<file path="src/rtl/id_ex_stage_pkg.sv">
// Shared RV32I definitions: func codes, operand selects, class decode.
// Used by id_ex_stage; optional forwarding is IDEX_FORWARD_EN.
package id_ex_stage_pkg;

    localparam int XLEN = 32;

    localparam logic [5:0] F_ADD   = 6'd0;
    localparam logic [5:0] F_SUB   = 6'd1;
    localparam logic [5:0] F_SLL   = 6'd2;
    localparam logic [5:0] F_SLT   = 6'd3;
    localparam logic [5:0] F_SLTU  = 6'd4;
    localparam logic [5:0] F_XOR   = 6'd5;
    localparam logic [5:0] F_SRL   = 6'd6;
    localparam logic [5:0] F_SRA   = 6'd7;
    localparam logic [5:0] F_OR    = 6'd8;
    localparam logic [5:0] F_AND   = 6'd9;
    localparam logic [5:0] F_ADDI  = 6'd16;
    localparam logic [5:0] F_SLTI  = 6'd17;
    localparam logic [5:0] F_SLTIU = 6'd18;
    localparam logic [5:0] F_XORI  = 6'd19;
    localparam logic [5:0] F_ORI   = 6'd20;
    localparam logic [5:0] F_ANDI  = 6'd21;
    localparam logic [5:0] F_SLLI  = 6'd22;
    localparam logic [5:0] F_SRLI  = 6'd23;
    localparam logic [5:0] F_SRAI  = 6'd24;
    localparam logic [5:0] F_LB    = 6'd32;
    localparam logic [5:0] F_LH    = 6'd33;
    localparam logic [5:0] F_LW    = 6'd34;
    localparam logic [5:0] F_LBU   = 6'd35;
    localparam logic [5:0] F_LHU   = 6'd36;
    localparam logic [5:0] F_SB    = 6'd40;
    localparam logic [5:0] F_SH    = 6'd41;
    localparam logic [5:0] F_SW    = 6'd42;
    localparam logic [5:0] F_BEQ   = 6'd48;
    localparam logic [5:0] F_BNE   = 6'd49;
    localparam logic [5:0] F_BLT   = 6'd50;
    localparam logic [5:0] F_BGE   = 6'd51;
    localparam logic [5:0] F_BLTU  = 6'd52;
    localparam logic [5:0] F_BGEU  = 6'd53;
    localparam logic [5:0] F_LUI   = 6'd56;
    localparam logic [5:0] F_AUIPC = 6'd57;
    localparam logic [5:0] F_JAL   = 6'd58;
    localparam logic [5:0] F_JALR  = 6'd59;

    typedef enum logic [2:0] {
        SEL_RS1,
        SEL_RS2,
        SEL_PC,
        SEL_IMM,
        SEL_FOUR
    } sel_e;

    typedef enum logic [3:0] {
        CL_R,
        CL_I,
        CL_LD,
        CL_ST,
        CL_BR,
        CL_LUI,
        CL_AUIPC,
        CL_JAL,
        CL_JALR,
        CL_NONE
    } cls_e;

    function automatic cls_e func_class(input logic [5:0] f);
        cls_e c;
        unique case (1'b1)
            (f <= F_AND):                 c = CL_R;
            (f >= F_ADDI && f <= F_SRAI): c = CL_I;
            (f >= F_LB && f <= F_LHU):    c = CL_LD;
            (f >= F_SB && f <= F_SW):     c = CL_ST;
            (f >= F_BEQ && f <= F_BGEU):  c = CL_BR;
            (f == F_LUI):                 c = CL_LUI;
            (f == F_AUIPC):               c = CL_AUIPC;
            (f == F_JAL):                 c = CL_JAL;
            (f == F_JALR):                c = CL_JALR;
            default:                      c = CL_NONE;
        endcase
        return c;
    endfunction

    function automatic logic rd_hit(
        input logic       v,
        input logic [4:0] rd,
        input logic [4:0] a,
        input logic [4:0] b
    );
        return v && (rd != 5'd0) && (rd == a || rd == b);
    endfunction

endpackage

</file>
<file path="src/rtl/id_ex_stage_if.sv">
// Decoder / EX / MEM / WB bundle seen by id_ex_stage.
// slave is the stage view, master the surrounding pipeline.
interface id_ex_stage_if #(parameter int XLEN = 32);

    logic            in_valid;
    logic            in_ready;
    logic [5:0]      in_func;
    logic [XLEN-1:0] in_pc;
    logic [4:0]      in_rs1;
    logic [4:0]      in_rs2;
    logic [4:0]      in_rd;
    logic [XLEN-1:0] in_imm;
    logic            flush;
    logic            out_valid;
    logic            out_ready;
    logic [5:0]      alu_func;
    logic [XLEN-1:0] alu_right;
    logic [XLEN-1:0] alu_left;
    logic [4:0]      out_rd;
    logic [XLEN-1:0] out_store_data;
    logic [XLEN-1:0] out_target;
    logic            mem_valid;
    logic            mem_is_load;
    logic [4:0]      mem_rd;
    logic [XLEN-1:0] mem_data;
    logic            wb_valid;
    logic [4:0]      wb_rd;
    logic [XLEN-1:0] wb_data;

    modport slave (
        input  in_valid, in_func, in_pc,
        input  in_rs1, in_rs2, in_rd, in_imm,
        input  flush, out_ready,
        input  mem_valid, mem_is_load,
        input  mem_rd, mem_data,
        input  wb_valid, wb_rd, wb_data,
        output in_ready, out_valid,
        output alu_func, alu_right, alu_left,
        output out_rd, out_store_data, out_target
    );

    modport master (
        output in_valid, in_func, in_pc,
        output in_rs1, in_rs2, in_rd, in_imm,
        output flush, out_ready,
        output mem_valid, mem_is_load,
        output mem_rd, mem_data,
        output wb_valid, wb_rd, wb_data,
        input  in_ready, out_valid,
        input  alu_func, alu_right, alu_left,
        input  out_rd, out_store_data, out_target
    );

endinterface

</file>
<file path="src/rtl/id_ex_stage_regfile.sv">
// Architectural register file: 2 async reads, 1 sync write, x0 = 0.
// Reads bypass a same-cycle write so callers never see stale data.
module id_ex_stage_regfile #(
    parameter int XLEN     = 32,
    parameter int RF_DEPTH = 32
) (
    input  logic            clk,
    input  logic            rst_n,
    input  logic            we_i,
    input  logic [4:0]      waddr_i,
    input  logic [XLEN-1:0] wdata_i,
    input  logic [4:0]      raddr1_i,
    input  logic [4:0]      raddr2_i,
    output logic [XLEN-1:0] rdata1_o,
    output logic [XLEN-1:0] rdata2_o
);

    logic [XLEN-1:0] regs_q [RF_DEPTH];
    logic            wr_en;

    assign wr_en = we_i && (waddr_i != 5'd0);

    always_ff @(posedge clk or negedge rst_n) begin
        if (!rst_n) begin
            for (int i = 0; i < RF_DEPTH; i++) begin
                regs_q[i] <= '0;
            end
        end else if (wr_en) begin
            regs_q[waddr_i] <= wdata_i;
        end
    end

    assign rdata1_o = (raddr1_i == 5'd0) ? '0 :
                      (wr_en && waddr_i == raddr1_i) ? wdata_i :
                      regs_q[raddr1_i];

    assign rdata2_o = (raddr2_i == 5'd0) ? '0 :
                      (wr_en && waddr_i == raddr2_i) ? wdata_i :
                      regs_q[raddr2_i];

endmodule

</file>
<file path="src/rtl/id_ex_stage.sv">
// RV32I ID/EX stage: single-entry hold register, operand resolve, hazards.
// IDEX_FORWARD_EN enables MEM/WB forwarding; otherwise any match stalls.
module id_ex_stage
    import id_ex_stage_pkg::*;
#(
    parameter int XLEN     = 32,
    parameter int RF_DEPTH = 32
) (
    input  logic clk,
    input  logic rst_n,
    id_ex_stage_if.slave io
);

    typedef struct packed {
        cls_e            cls;
        logic [5:0]      func;
        logic [XLEN-1:0] pc;
        logic [4:0]      rs1;
        logic [4:0]      rs2;
        logic [4:0]      rd;
        logic [XLEN-1:0] imm;
    } ent_t;

    ent_t            ent_q, ent_d, cap;
    logic            valid_q, valid_d;
    cls_e            cls_in;
    logic            use1, use2;
    logic            stall;
    logic            out_valid, in_ready;
    logic [XLEN-1:0] rf1, rf2;
    logic [XLEN-1:0] rs1_v, rs2_v;
    sel_e            sel_r, sel_l;
    logic [XLEN-1:0] tgt, sd;

    id_ex_stage_regfile #(
        .XLEN     (XLEN),
        .RF_DEPTH (RF_DEPTH)
    ) u_rf (
        .clk      (clk),
        .rst_n    (rst_n),
        .we_i     (io.wb_valid),
        .waddr_i  (io.wb_rd),
        .wdata_i  (io.wb_data),
        .raddr1_i (ent_q.rs1),
        .raddr2_i (ent_q.rs2),
        .rdata1_o (rf1),
        .rdata2_o (rf2)
    );

    // Unused sources are zeroed at capture so hazard logic needs no use flags.
    always_comb begin
        cls_in = func_class(io.in_func);
        use1 = (cls_in != CL_LUI) && (cls_in != CL_AUIPC) &&
               (cls_in != CL_JAL) && (cls_in != CL_NONE);
        use2 = (cls_in == CL_R) || (cls_in == CL_ST) ||
               (cls_in == CL_BR);
        cap      = '0;
        cap.cls  = cls_in;
        cap.func = io.in_func;
        cap.pc   = io.in_pc;
        cap.rs1  = use1 ? io.in_rs1 : 5'd0;
        cap.rs2  = use2 ? io.in_rs2 : 5'd0;
        cap.rd   = io.in_rd;
        cap.imm  = io.in_imm;
        if (cls_in == CL_LUI) begin
            cap.cls  = CL_I;
            cap.func = F_ADDI;
        end
    end

    assign out_valid = valid_q && !stall;
    assign in_ready  = !valid_q || (out_valid && io.out_ready);

    always_comb begin
        ent_d   = ent_q;
        valid_d = valid_q;
        if (io.flush) begin
            valid_d = 1'b0;
        end else if (io.in_valid && in_ready) begin
            valid_d = 1'b1;
            ent_d   = cap;
        end else if (out_valid && io.out_ready) begin
            valid_d = 1'b0;
        end
    end

    always_ff @(posedge clk or negedge rst_n) begin
        if (!rst_n) begin
            valid_q <= 1'b0;
            ent_q   <= '0;
        end else begin
            valid_q <= valid_d;
            ent_q   <= ent_d;
        end
    end

`ifdef IDEX_FORWARD_EN
    // WB forwarding comes from the regfile bypass, below MEM in priority.
    always_comb begin
        rs1_v = rf1;
        rs2_v = rf2;
        if (ent_q.rs1 != 5'd0 && io.mem_valid && !io.mem_is_load &&
            io.mem_rd == ent_q.rs1) begin
            rs1_v = io.mem_data;
        end
        if (ent_q.rs2 != 5'd0 && io.mem_valid && !io.mem_is_load &&
            io.mem_rd == ent_q.rs2) begin
            rs2_v = io.mem_data;
        end
        stall = rd_hit(io.mem_valid && io.mem_is_load, io.mem_rd,
                       ent_q.rs1, ent_q.rs2);
    end
`else
    logic unused_mem;
    assign unused_mem = ^{io.mem_data, io.mem_is_load};

    always_comb begin
        rs1_v = rf1;
        rs2_v = rf2;
        stall = rd_hit(io.mem_valid, io.mem_rd, ent_q.rs1, ent_q.rs2) ||
                rd_hit(io.wb_valid, io.wb_rd, ent_q.rs1, ent_q.rs2);
    end
`endif

    function automatic logic [XLEN-1:0] pick(
        input sel_e            s,
        input logic [XLEN-1:0] r1,
        input logic [XLEN-1:0] r2,
        input logic [XLEN-1:0] pc,
        input logic [XLEN-1:0] imm
    );
        logic [XLEN-1:0] v;
        case (s)
            SEL_RS1:  v = r1;
            SEL_RS2:  v = r2;
            SEL_PC:   v = pc;
            SEL_IMM:  v = imm;
            SEL_FOUR: v = XLEN'(32'd4);
            default:  v = '0;
        endcase
        return v;
    endfunction

    always_comb begin
        sel_r = SEL_RS1;
        sel_l = SEL_IMM;
        tgt   = '0;
        sd    = '0;
        case (ent_q.cls)
            CL_R: sel_l = SEL_RS2;
            CL_BR: begin
                sel_l = SEL_RS2;
                tgt   = ent_q.pc + ent_q.imm;
            end
            CL_ST: sd = rs2_v;
            CL_AUIPC: sel_r = SEL_PC;
            CL_JAL: begin
                sel_r = SEL_PC;
                sel_l = SEL_FOUR;
                tgt   = ent_q.pc + ent_q.imm;
            end
            CL_JALR: begin
                sel_r = SEL_PC;
                sel_l = SEL_FOUR;
                tgt   = (rs1_v + ent_q.imm) & ~XLEN'(32'd1);
            end
            default: ;
        endcase
    end

    assign io.in_ready       = in_ready;
    assign io.out_valid      = out_valid;
    assign io.alu_func       = ent_q.func;
    assign io.alu_right      = pick(sel_r, rs1_v, rs2_v,
                                    ent_q.pc, ent_q.imm);
    assign io.alu_left       = pick(sel_l, rs1_v, rs2_v,
                                    ent_q.pc, ent_q.imm);
    assign io.out_rd         = ent_q.rd;
    assign io.out_store_data = sd;
    assign io.out_target     = tgt;

endmodule

</file>
<file path="src/flat_wrapper.sv">
// flat-port wrapper written by rule: the top's interface ports become plain ports
module id_ex_stage_flat import id_ex_stage_pkg::*;
#(
    parameter int XLEN     = 32,
    parameter int RF_DEPTH = 32
)
  (clk, rst_n, io_in_valid, io_in_func, io_in_pc, io_in_rs1, io_in_rs2, io_in_rd, io_in_imm, io_flush, io_out_ready, io_mem_valid, io_mem_is_load, io_mem_rd, io_mem_data, io_wb_valid, io_wb_rd, io_wb_data, io_in_ready, io_out_valid, io_alu_func, io_alu_right, io_alu_left, io_out_rd, io_out_store_data, io_out_target);
  id_ex_stage_if #(.XLEN(XLEN)) io_i ();
  input  logic clk;
  input  logic rst_n;
  input wire logic [$bits(io_i.in_valid)-1:0] io_in_valid;
  input wire logic [$bits(io_i.in_func)-1:0] io_in_func;
  input wire logic [$bits(io_i.in_pc)-1:0] io_in_pc;
  input wire logic [$bits(io_i.in_rs1)-1:0] io_in_rs1;
  input wire logic [$bits(io_i.in_rs2)-1:0] io_in_rs2;
  input wire logic [$bits(io_i.in_rd)-1:0] io_in_rd;
  input wire logic [$bits(io_i.in_imm)-1:0] io_in_imm;
  input wire logic [$bits(io_i.flush)-1:0] io_flush;
  input wire logic [$bits(io_i.out_ready)-1:0] io_out_ready;
  input wire logic [$bits(io_i.mem_valid)-1:0] io_mem_valid;
  input wire logic [$bits(io_i.mem_is_load)-1:0] io_mem_is_load;
  input wire logic [$bits(io_i.mem_rd)-1:0] io_mem_rd;
  input wire logic [$bits(io_i.mem_data)-1:0] io_mem_data;
  input wire logic [$bits(io_i.wb_valid)-1:0] io_wb_valid;
  input wire logic [$bits(io_i.wb_rd)-1:0] io_wb_rd;
  input wire logic [$bits(io_i.wb_data)-1:0] io_wb_data;
  output wire logic [$bits(io_i.in_ready)-1:0] io_in_ready;
  output wire logic [$bits(io_i.out_valid)-1:0] io_out_valid;
  output wire logic [$bits(io_i.alu_func)-1:0] io_alu_func;
  output wire logic [$bits(io_i.alu_right)-1:0] io_alu_right;
  output wire logic [$bits(io_i.alu_left)-1:0] io_alu_left;
  output wire logic [$bits(io_i.out_rd)-1:0] io_out_rd;
  output wire logic [$bits(io_i.out_store_data)-1:0] io_out_store_data;
  output wire logic [$bits(io_i.out_target)-1:0] io_out_target;
  assign io_i.in_valid = io_in_valid;
  assign io_i.in_func = io_in_func;
  assign io_i.in_pc = io_in_pc;
  assign io_i.in_rs1 = io_in_rs1;
  assign io_i.in_rs2 = io_in_rs2;
  assign io_i.in_rd = io_in_rd;
  assign io_i.in_imm = io_in_imm;
  assign io_i.flush = io_flush;
  assign io_i.out_ready = io_out_ready;
  assign io_i.mem_valid = io_mem_valid;
  assign io_i.mem_is_load = io_mem_is_load;
  assign io_i.mem_rd = io_mem_rd;
  assign io_i.mem_data = io_mem_data;
  assign io_i.wb_valid = io_wb_valid;
  assign io_i.wb_rd = io_wb_rd;
  assign io_i.wb_data = io_wb_data;
  assign io_in_ready = io_i.in_ready;
  assign io_out_valid = io_i.out_valid;
  assign io_alu_func = io_i.alu_func;
  assign io_alu_right = io_i.alu_right;
  assign io_alu_left = io_i.alu_left;
  assign io_out_rd = io_i.out_rd;
  assign io_out_store_data = io_i.out_store_data;
  assign io_out_target = io_i.out_target;
  id_ex_stage #(.XLEN(XLEN), .RF_DEPTH(RF_DEPTH)) u_core (.clk(clk), .rst_n(rst_n), .io(io_i));
endmodule
</file>
<file path="config.mk">
export PLATFORM = sky130hd
export DESIGN_NAME = id_ex_stage_flat
export DESIGN_NICKNAME = d
export VERILOG_FILES = /design/src/rtl/id_ex_stage_pkg.sv /design/src/rtl/id_ex_stage_if.sv /design/src/rtl/id_ex_stage_regfile.sv /design/src/rtl/id_ex_stage.sv /design/src/flat_wrapper.sv
export SDC_FILE = /design/constraint.sdc
export NUM_CORES = 2
export LEC_CHECK = 0
export BUFFER_PORTS_ARGS = -buffer_cell sky130_fd_sc_hd__buf_2
export CAP_MARGIN = 30
export CORE_ASPECT_RATIO = 0.5
export CORE_MARGIN = 5
export CORE_UTILIZATION = 60
export DETAILED_ROUTE_END_ITERATION = 7
export MAX_ROUTING_LAYER = met4
export PLACE_DENSITY = 0.78
export REMOVE_ABC_BUFFERS = 1
export SYNTH_ARGS = -nofsm -noshare
export SYNTH_HDL_FRONTEND = slang
export SYNTH_SLANG_ARGS = --single-unit
</file>
<file path="constraint.sdc">
create_clock -name clk -period 14.75 [get_ports clk]
set_input_delay 2.2125 -clock clk [delete_from_list [all_inputs] [get_ports clk]]
set_output_delay 2.2125 -clock clk [all_outputs]
set_load 0.02 [all_outputs]
</file>
==> results summary <==
The pre-CTS setup slack came out at just under 5 ns. The run finished with clean final reports. The fraction of registers with async set/reset came out at 100.0%.

The power density over the cells came out at 146.0 nW/µm². Summed over all cells, the static leakage comes to 29.79 nW. The total overflow reported by the global router came out at 0.

The buffering stage count on the worst path with inverters included came out at 3. The register bit total from synthesis is 1114. The endpoint identified for the worst register-to-register timing path is u_core.ent_q[27]$_DFFE_PN0P_. The violation count after the first detailed-route iteration came out at between 5000 and 6000. Based on the critical path, the design can be clocked at up to 99.37 MHz. IR analysis of the VDD net gives a maximum drop of 0.1006 mV.

In the routed design, unresolved DRC markers number 0. The net count reported at finish came out at about 4800. In this run the critical register-to-register path is launched from u_core.ent_q[37]$_DFFE_PN0P_. For this run, the leading register cell type out of synthesis is dfrtp_1. The number of core rows came out at 83. The antenna violation net count after detailed routing is 0. The number of global-route vias before repair was 44575.

The slew at the pin closest to its max-slew limit came out at between 1 and 1.5 ns. STA classifies the critical path startpoint as a flop. The multiplexer fraction of the synthesized cell area is 40.83%.

Across all register-to-register paths, the minimum setup slack is around 10 ns. The synthesized-area fraction occupied by xor and xnor cells is 1.089%. The standard cell area after detailed placement came out at around 65000 µm².

For this block, the via count after detailed routing is 43220. Counting buffers and inverters, the worst setup path is 20 cells deep. The placeable core area is 103100 µm². The final total power is ~10 mW. dfrtp_1 takes more of the synthesized area than any other cell.

The longest individual stage delay on the worst path came out at 0.85 ns. The area enclosed by the die boundary came out at 111500 µm². The count of final hold-check violations is 0. For the worst setup path, the data arrival time is 7.85 ns.

The weighted congestion reported at the end of routability-driven placement came out at about 1. The finished layout cell area is between 60000 and 70000 µm². The number of port buffers is 274. By instance count, the leading cell after synthesis is dfrtp_1.

The width of the chip came out at 467.2 µm. The routed design has 196.5 mm of wire. The most critical setup path has its startpoint at u_core.ent_q[42]$_DFFE_PN0P_. The maximum number of pins on one net before global-route repair is between 200 and 250. Headroom to the max-slew limit came out at 22.13%. The vertical extent of the die is 238.6 µm. The maximum net fanout on the critical path came out at 72. The final-layout worst hold slack is 0.4002 ns. After synthesis, the largest family of logic cells by area is multiplexers. The max-capacitance violation count came out at 0. The clock reaches the later pin of the worst-skew pair after between 0.7 and 0.8 ns. The maximum clock path buffer count is 3. In this run the worst hold path is classified as reg2reg. The first-pass iteration count of the detailed router is 5. The most critical setup path has its endpoint at io_out_target[24]. The adder and majority cell fraction of the synthesized area came out at 1.281%. After Yosys synthesis, and, or, nand and nor cells account for 4.244% of the synthesized area. The via density per instance is 7.156.

The final standard cell count with taps included and fillers excluded came out at 6040. The synthesized netlist cell count is 4567. In this run, post-CTS repair resized a total of 0 instances. The count of cell types in the netlist is 65. The CTS sink count is 1114.

Sorting the synthesized cells by area gives the leading types as dfrtp_1 44%, mux4_2 20%, mux2_2 19%. The initial antenna violation count came to 5. The count of cells along the worst register-to-register path came out at 12. The mean instance size in the synthesized netlist came out at 13.73 µm². The number of buffers inserted for hold repair after clock tree synthesis came out at 0. The top-area cell type share of the netlist area is between 40% and 50%. The starting utilization of the core area came out at 60.81%. Counting instances in the post-synthesis netlist gives the leading cell types as 1114 x dfrtp_1, 1049 x mux2_2, 554 x mux4_2. The area overhead of the layout relative to synthesis is 9.465%. The compound-cell area share of the yosys netlist is under 10%.

The final worst slack is between 4 and 5 ns. The total number of yosys warnings came out at 0. The final count of negative-setup-slack endpoints came out at 0. After detailed routing, the average wire length per cell comes to between 30 and 40 µm. The final HPWL from detailed placement is about 120 mm.

The final design utilization came out at 66.57%. After clock tree synthesis, the clock-pin slew on the worst setup and hold paths is 0.07 ns. The final setup TNS came out at 0 ns. The most numerous cell type found on the critical path is a21oi_1. The part of the Yosys area used for sequential elements is 44.45%. The CTS tree is done. The minimum period implied by the final worst setup slack came out at 10.06 ns. The slowest stage of the critical path is the dfrtp_4 cell.

The number of placed instances, taps included is 5844. The critical path required time came out at 12.54 ns. The total standard cell area after synthesis is roughly 63000 µm². Setup repair after global routing left no endpoint under its margin. The overall fraction of global-route tracks in use came out at a little over a third. By startpoint and endpoint, the worst setup path is classified as reg2out. The share of layout cells above drive strength 1 came out at 47.51%.

The cell family contributing the most delay on the critical path is compound AO/OA/AOI/OAI gates. The first-pass GRT wire length is 290.5 mm. The kind of end point of the critical path is an output pin. The final number of max-transition violations was 0. The level count of the clock H-tree is 3. In the finished design, the share of the clock period the worst path needs comes to 68.23%. The number of enable flip-flop cells after synthesis is 0. The critical path goes through buf_12, buf_4, mux4_2, mux2_2, a221o_1, mux2i_1, a211oi_1, ha_1, nor2b_1, o21a_1, o21ai_0, a21oi_1, a211o_1, nand4_1, nand2_1, or2_2, a21oi_1, xnor2_1, o22ai_1, buf_2. The number of clock buffers added by TritonCTS is just over 100. Once the clock tree was built, the setup fixing pass inserted 0 buffers. The buffer cell driving the clock tree root is clkbuf_16.

The number of primary I/O pins is 308. The final clock skew is 0.01188 ns.
==> cell type report <==
class / instances / area (µm²)
well taps: 1402 / 1754
inverters: 29 / 108.9
multi-input cells: 2939 / 33030
repair buffers: 364 / 2330
fillers: 7081 / 34470
flip-flops and latches: 1114 / 27910
clock buffers: 144 / 2950
clock inverters: 43 / 553.0
diodes: 5 / 12.51
==> power by group <==
| part | internal [mW] | leakage (nW) | switching [mW] |
|---|---|---|---|
| clock | 1.58 | 1.73 | 1.25 |
| combinational | 1.56 | 13.8 | 1.51 |
| sequential | 3.63 | 14.2 | 0.495 |
| total | 6.77 | 29.8 | 3.26 |
==> cell usage in the layout, fill, tap and decap left out, drive strengths merged, types with 6 or more instances in the layout <==
cell | netlist | routed
a21o | 36 | 36
nand3b | 10 | 10
a221o | 13 | 13
o21bai | 6 | 6
buf | 154 | 364
o211ai | 17 | 17
o22ai | 52 | 52
nor2b | 24 | 24
nor3 | 18 | 18
xor2 | 38 | 38
nor2 | 99 | 99
nand3 | 26 | 26
o21ai | 66 | 66
or3 | 9 | 9
a221oi | 19 | 19
a21oi | 99 | 99
nand2 | 353 | 353
a22o | 20 | 20
dfrtp | 1114 | 1114
inv | 29 | 37
mux2 | 1049 | 1049
mux2i | 129 | 129
bufinv | 0 | 10
a31oi | 9 | 9
nand4 | 9 | 9
nand2b | 12 | 12
clkinv | 0 | 20
mux4 | 555 | 555
o221ai | 9 | 9
nor3b | 6 | 6
a211oi | 77 | 77
clkbuf | 331 | 144
o21a | 8 | 8
xnor2 | 40 | 40
ha | 61 | 61
and2 | 26 | 26
==> sequential cells by signal, indices dropped and copies added (netlist names) <==
signal,flops
u_core.io.alu_func,6
u_core.io.out_rd,5
u_core.valid_q,1
u_core.ent_q,78
u_core.u_rf.regs_q,1024
==> kinds of logic after synthesis <==
family | after synthesis
muxes | 1733
DFF | 1114
buffers and inverters | 514
adders and majority gates | 63
xor gates and xnor gates | 78
AOI/OAI and AO/OA | 456
and+or+nand+nor | 609
==> routing by layer <==
metal | global-route usage [%] | part of all wire [%] | vias up
li1 | - | - | 17286
met2 | 54.40 | 46 | 2463
met3 | 8.719 | 10 | 623
met4 | 18.42 | 6.2 | 0
met1 | 46.92 | 37 | 22848
met5 | - | 0 | -
==> worst min-delay path by stage <==
stage / from / end / slack (ns) / depth (start not counted)
after detailed placement: u_core.u_rf.regs_q[1019]$_DFFE_PN0P_ / u_core.u_rf.regs_q[1019]$_DFFE_PN0P_ / 0.38 / 0
after global routing: u_core.u_rf.regs_q[1017]$_DFFE_PN0P_ / u_core.u_rf.regs_q[1017]$_DFFE_PN0P_ / 0.41 / 0
after floorplan: u_core.u_rf.regs_q[1001]$_DFFE_PN0P_ / u_core.u_rf.regs_q[1001]$_DFFE_PN0P_ / 0.37 / 0
after global placement: u_core.u_rf.regs_q[1013]$_DFFE_PN0P_ / u_core.u_rf.regs_q[1013]$_DFFE_PN0P_ / 0.38 / 0
after CTS: u_core.u_rf.regs_q[1009]$_DFFE_PN0P_ / u_core.u_rf.regs_q[1009]$_DFFE_PN0P_ / 0.40 / 0
final: u_core.u_rf.regs_q[1017]$_DFFE_PN0P_ / u_core.u_rf.regs_q[1017]$_DFFE_PN0P_ / 0.40 / 0
No activity file was read; power rests on OpenSTA's default activity.
